## src/rtl/cpu_pkg.sv

```systemverilog
// Shared definitions for the accumulator CPU front end: opcode encodings and fetch FSM states.
package cpu_pkg;

  localparam logic [2:0] OP_ADD = 3'b000;
  localparam logic [2:0] OP_SUB = 3'b001;
  localparam logic [2:0] OP_LDA = 3'b010;
  localparam logic [2:0] OP_STA = 3'b011;
  localparam logic [2:0] OP_JMP = 3'b100;
  localparam logic [2:0] OP_JZ  = 3'b101;
  localparam logic [2:0] OP_JC  = 3'b110;

  typedef enum logic [1:0] {
    FETCH  = 2'd0,
    DECODE = 2'd1,
    EXEC   = 2'd2,
    HALT   = 2'd3
  } fetch_state_t;

endpackage

```

## src/rtl/fetch_sequencer_branch_resolve.sv

```systemverilog
// Combinational jump decision: a jump is taken only when the control unit strobes jmp
// and the opcode is a jump whose condition flag (if any) is set.
module branch_resolve
  import cpu_pkg::*;
(
  input  logic [2:0] op,
  input  logic       jmp,
  input  logic       z,
  input  logic       c,
  output logic       taken
);

  assign taken = jmp & ((op == OP_JMP) |
                        ((op == OP_JZ) & z) |
                        ((op == OP_JC) & c));

endmodule

```

## src/rtl/fetch_sequencer.sv

```systemverilog
// Instruction fetch/sequencing front end: owns PC and IR, fetches over req/ack,
// pulses ivalid_o once per instruction and resolves jumps when execution completes.
module fetch_sequencer
  import cpu_pkg::*;
#(
  parameter int IW       = 8,
  parameter int AW       = 5,
  parameter int RESET_PC = 0
) (
  input  logic          clk_i,
  input  logic          rst_i,
  output logic          imem_req_o,
  output logic [AW-1:0] imem_addr_o,
  input  logic          imem_ack_i,
  input  logic [IW-1:0] imem_data_i,
  output logic [2:0]    op_o,
  output logic [AW-1:0] operand_o,
  output logic          ivalid_o,
  input  logic          jmp_i,
  input  logic          z_i,
  input  logic          c_i,
  input  logic          exec_done_i,
  input  logic          halt_i,
  output logic [AW-1:0] pc_o,
  output logic          halted_o
);

  localparam logic [AW-1:0] PC_INIT = AW'(RESET_PC);

  fetch_state_t  state;
  logic [IW-1:0] ir;
  logic [AW-1:0] pc;
  logic          req;
  logic          ivalid;
  logic          halted;
  logic          taken;

  assign op_o        = ir[IW-1 -: 3];
  assign operand_o   = ir[AW-1:0];
  assign imem_req_o  = req;
  assign imem_addr_o = pc;
  assign pc_o        = pc;
  assign ivalid_o    = ivalid;
  assign halted_o    = halted;

  branch_resolve u_branch_resolve (
    .op    (op_o),
    .jmp   (jmp_i),
    .z     (z_i),
    .c     (c_i),
    .taken (taken)
  );

  always_ff @(posedge clk_i) begin
    if (rst_i) begin
      state  <= FETCH;
      pc     <= PC_INIT;
      ir     <= '0;
      req    <= 1'b0;
      ivalid <= 1'b0;
      halted <= 1'b0;
    end else begin
      case (state)
        FETCH: begin
          // Acks only count against a request we are actually presenting,
          // so an ack arriving in the first cycle after reset is dropped.
          if (!req) begin
            req <= 1'b1;
          end else if (imem_ack_i) begin
            ir     <= imem_data_i;
            req    <= 1'b0;
            ivalid <= 1'b1;
            state  <= DECODE;
          end
        end
        DECODE: begin
          ivalid <= 1'b0;
          state  <= EXEC;
        end
        EXEC: begin
          if (exec_done_i) begin
            if (halt_i) begin
              halted <= 1'b1;
              state  <= HALT;
            end else begin
              pc    <= taken ? operand_o : pc + AW'(1);
              req   <= 1'b1;
              state <= FETCH;
            end
          end
        end
        default: begin
          req    <= 1'b0;
          ivalid <= 1'b0;
          halted <= 1'b1;
        end
      endcase
    end
  end

endmodule
```

## config.mk

```make
export PLATFORM = sky130hd
export DESIGN_NAME = fetch_sequencer
export DESIGN_NICKNAME = d
export VERILOG_FILES = /design/src/rtl/cpu_pkg.sv /design/src/rtl/fetch_sequencer_branch_resolve.sv /design/src/rtl/fetch_sequencer.sv
export SDC_FILE = /design/constraint.sdc
export NUM_CORES = 1
export LEC_CHECK = 0
export CAP_MARGIN = 20
export CORE_UTILIZATION = 43
export CTS_CLUSTER_DIAMETER = 30
export DETAILED_ROUTE_END_ITERATION = 10
export GPL_TIMING_DRIVEN = 0
export PLACE_DENSITY = 0.82
export RECOVER_POWER = 25
export SYNTH_ARGS = -nofsm -noshare
export SYNTH_HDL_FRONTEND = slang
export SYNTH_SLANG_ARGS = --single-unit
```

## constraint.sdc

```tcl
create_clock -name clk_i -period 1.7 [get_ports clk_i]
set_input_delay 0.255 -clock clk_i [delete_from_list [all_inputs] [get_ports clk_i]]
set_output_delay 0.255 -clock clk_i [all_outputs]
set_load 0.02 [all_outputs]
```

==> results by group <==
Run status
  – Status: finished clean

Worst hold path
  – Hold WC Path Type: input port to flop
  – Hold wc startpoint: rst_i

Timing
  – Unrepaired setup endpoints after global routing: no
  – Least-Margin Pin Slew: 0.416 ns
  – Layout Skew: ~0.0019 ns
  – Setup TNS: 0 ns
  – Fin. Hold Viols: 0
  – Slew headroom: ~72%
  – Fin crit period: 1.64 ns
  – Fin crit share: 96.6%
  – Final Max Tran Viols: 0
  – F_max: 609 MHz
  – Setup violators final: 0
  – Hold WS: 0.360 ns

Clocking
  – CTS sink cnt: 18
  – Longest Clk Path Bufs: 2
  – Clock latency on the worst-skew pair: around 0.30 ns
  – CTS tree: yes
  – Post-CTS Setup Bufs: 0
  – CTS H-tree lvls: 1
  – CTS Root Cell: clkbuf_4
  – Hold buffers post-CTS: 0
  – Number of CTS-inserted buffers: 3
  – Reg clk slew, reported paths: 0.11 ns

Synthesis
  – Synth warn: 0
  – Seq/Total Area, Yosys: 37.1%
  – Largest family of logic cells by synthesized area: simple AND/OR/NAND/NOR gates
  – Mux share of post-synthesis cell area: 8.24%
  – Post-Synth Adder-Cell Area: 6.44%
  – Mapped Cells: 109
  – Synth Area in Simple Gates: 25.5%
  – Post-synthesis compound-gate area fraction: 15.4%
  – Mapped Nets: 130
  – Synthesized flop and latch total: 18
  – Count of cell types in the netlist: 31
  – Xor/xnor share of the synthesized area: 0%
  – Syn Std Cell Area: 972 um^2
  – Syn_area_per_cell: 8.92 um^2

Die
  – Die Wd: approximately 50 um
  – Total core area: about 2000 um^2
  – Initial Utilization: 47.6%
  – Die area: 2460 um^2
  – # rows: 16
  – I/O Pins: 37
  – Die Ht: 49.6 um

Routing
  – Routed Antenna Nets: 0
  – Drt via density: 5.37
  – DRT iter0 DRCs: 18
  – Initial DRT Pass Iterations: 4
  – DRC Markers: 0
  – Total number of vias: about 940
  – DR WL/cell: 13.1 um
  – Total routed wirelength: 2290 um

Layout
  – Layout Area Growth over Synthesis: 42.3%
  – Fraction of layout cells with a size suffix above 1: 14.9%
  – # fillers: 183
  – Finished Cell Area: 1380 um^2
  – Storage cell area: approximately 370 um^2
  – Area of the multi-input gates: 541 um^2
  – Nets@finish: 170
  – Antenna cell count: 0
  – Utilization after layout: between 60 and 70%

Place
  – Buffers on Ports: 35
  – Area post-placement: between 1000 and 1500 um^2
  – Final GP Congestion: 0.828
  – DP HPWL: about 1700 um

Worst setup path
  – Worst EP arrival: 1.39 ns
  – CP startpoint: ir[6]
  – CP endpoint kind: output pin
  – CP bufs+invs: 1
  – Critical path class: flop to output pin
  – Max stage delay on crit path: 0.65 ns
  – CP top delay family: buffers and inverters
  – Slowest CP cell: clkdlybuf4s50_1
  – Worst EP required: 1.44 ns
  – Worst Setup Start Kind: flop
  – Crit path max fanout: 5
  – Crit Reg-Reg Startpoint: state[0]
  – Crit-path cells: clkdlybuf4s50_1

Global routing
  – GRT overflow: 0
  – First-pass GRT wire length: 3960 um
  – Largest net degree at the start of global routing: 11
  – Vias in the first global route: 905
  – Initial antenna violation count: 0
  – Total track usage: between 20% and 30%

Pwr
  – VDD IR max: 0.973 mV
  – P_leak: 0.564 nW
  – P per Cell Area: 1040 nW/um^2

Run
  – Max-Cap Viols: 0
[per-stage QoR]
| step | setup WS [ns] | instances | power, mW |
|---|---|---|---|
| floorplan | 0.317 | 109 | 0.953 |
| global placement | 0.0991 | 171 | 1.15 |
| detailed placement | 0.0514 | 171 | 1.17 |
| CTS | 0.00680 | 175 | 1.44 |
| global route | 0.00110 | 175 | 1.53 |
| finish | 0.0583 | 175 | 1.43 |
[report_power, final]
group          switching [mW]  internal [mW]
Sequential             0.0699          0.494
Clock                   0.142          0.131
Combinational           0.305          0.291
[kinds of logic (layout without fill, tap and decap cells)]
logic type | after synthesis | in the layout
AOI/OAI and AO/OA | 19 | 19
adders and majority gates | 5 | 5
buffers and inverters | 12 | 51
DFF | 18 | 18
muxes | 8 | 8
and+or+nand+nor | 47 | 47
[Yosys cell counts (all sizes together)]
| master | n | area [um^2] |
|---|---|---|
| nand3 | 4 | 25.0 |
| o22ai | 4 | 31.3 |
| clkbuf | 2 | 7.51 |
| nand2 | 9 | 33.8 |
| nand4 | 4 | 25.0 |
| nand3b | 2 | 18.8 |
| o21ai | 2 | 10.0 |
| mux2i | 8 | 80.1 |
| a31oi | 4 | 25.0 |
| and2 | 3 | 18.8 |
| nand2b | 1 | 6.26 |
| o22a | 1 | 10.0 |
| dfxtp | 18 | 360 |
| a21oi | 3 | 15.0 |
| buf | 6 | 48.8 |
| nor2b | 2 | 20.0 |
| ha | 5 | 62.6 |
| nor2 | 16 | 60.1 |
| a211oi | 2 | 15.0 |
| nor3b | 2 | 20.0 |
| nor3 | 4 | 20.0 |
| inv | 4 | 15.0 |
| a221oi | 1 | 26.3 |
| a311oi | 2 | 17.5 |
[registers in the layout, summed over array words and instances (netlist names)]
name         cells
state            2
imem_addr_o      5
halted_o         1
imem_req_o       1
ivalid_o         1
ir               8
[final timing paths]
kind | end | slack, ns | cells after the start
setup / recovery | op_o[1] | 0.06 | 1
hold / removal | imem_addr_o[4] | 0.36 | 2
setup reg to reg | imem_addr_o[1] | 0.16 | 6
hold reg to reg | halted_o | 0.48 | 2
[placed cells by master (no fill, tap or decap), drive strengths merged]
cell type	Yosys	routed
a221oi	1	1
nand2	9	9
dlygate4sd2	0	1
nand4	4	4
nor2b	2	2
and2	3	3
nand3	4	4
dlygate4sd3	0	1
buf	6	5
o22a	1	1
clkbuf	2	9
nor2	16	16
o22ai	4	4
mux2i	8	8
a21oi	3	3
clkdlybuf4s50	0	31
a211oi	2	2
nor3b	2	2
nand2b	1	1
a31oi	4	4
inv	4	4
ha	5	5
dfxtp	18	18
nor3	4	4
o21ai	2	2
a311oi	2	2
nand3b	2	2
[routing by layer]
metal  share of wire [%]  GRT usage [%]  up-vias  wire length [um]
met5                   0              0        -                 0
met4                 1.4           8.57        0                31
met3                 3.8           2.78        4                88
met2                  48           35.8       29              1100
met1                  47           26.2      443              1070
li1                    -              -      463                 -
[area by class of cell]
class,instances,share of cell area [%]
Clock buffer,4,2.62
Buffer,8,4.07
Inverter,4,1.08
Timing Repair Buffer,35,24.3
Tap cell,27,2.44
Sequential cell,18,26.4
Multi-Input combinational cell,79,39.1
[repair_timing]
item	CTS	global route
cloned	0	0
setup endpoints to repair	3	4
resized for setup	3	4
No activity file was read; power rests on OpenSTA's default activity.
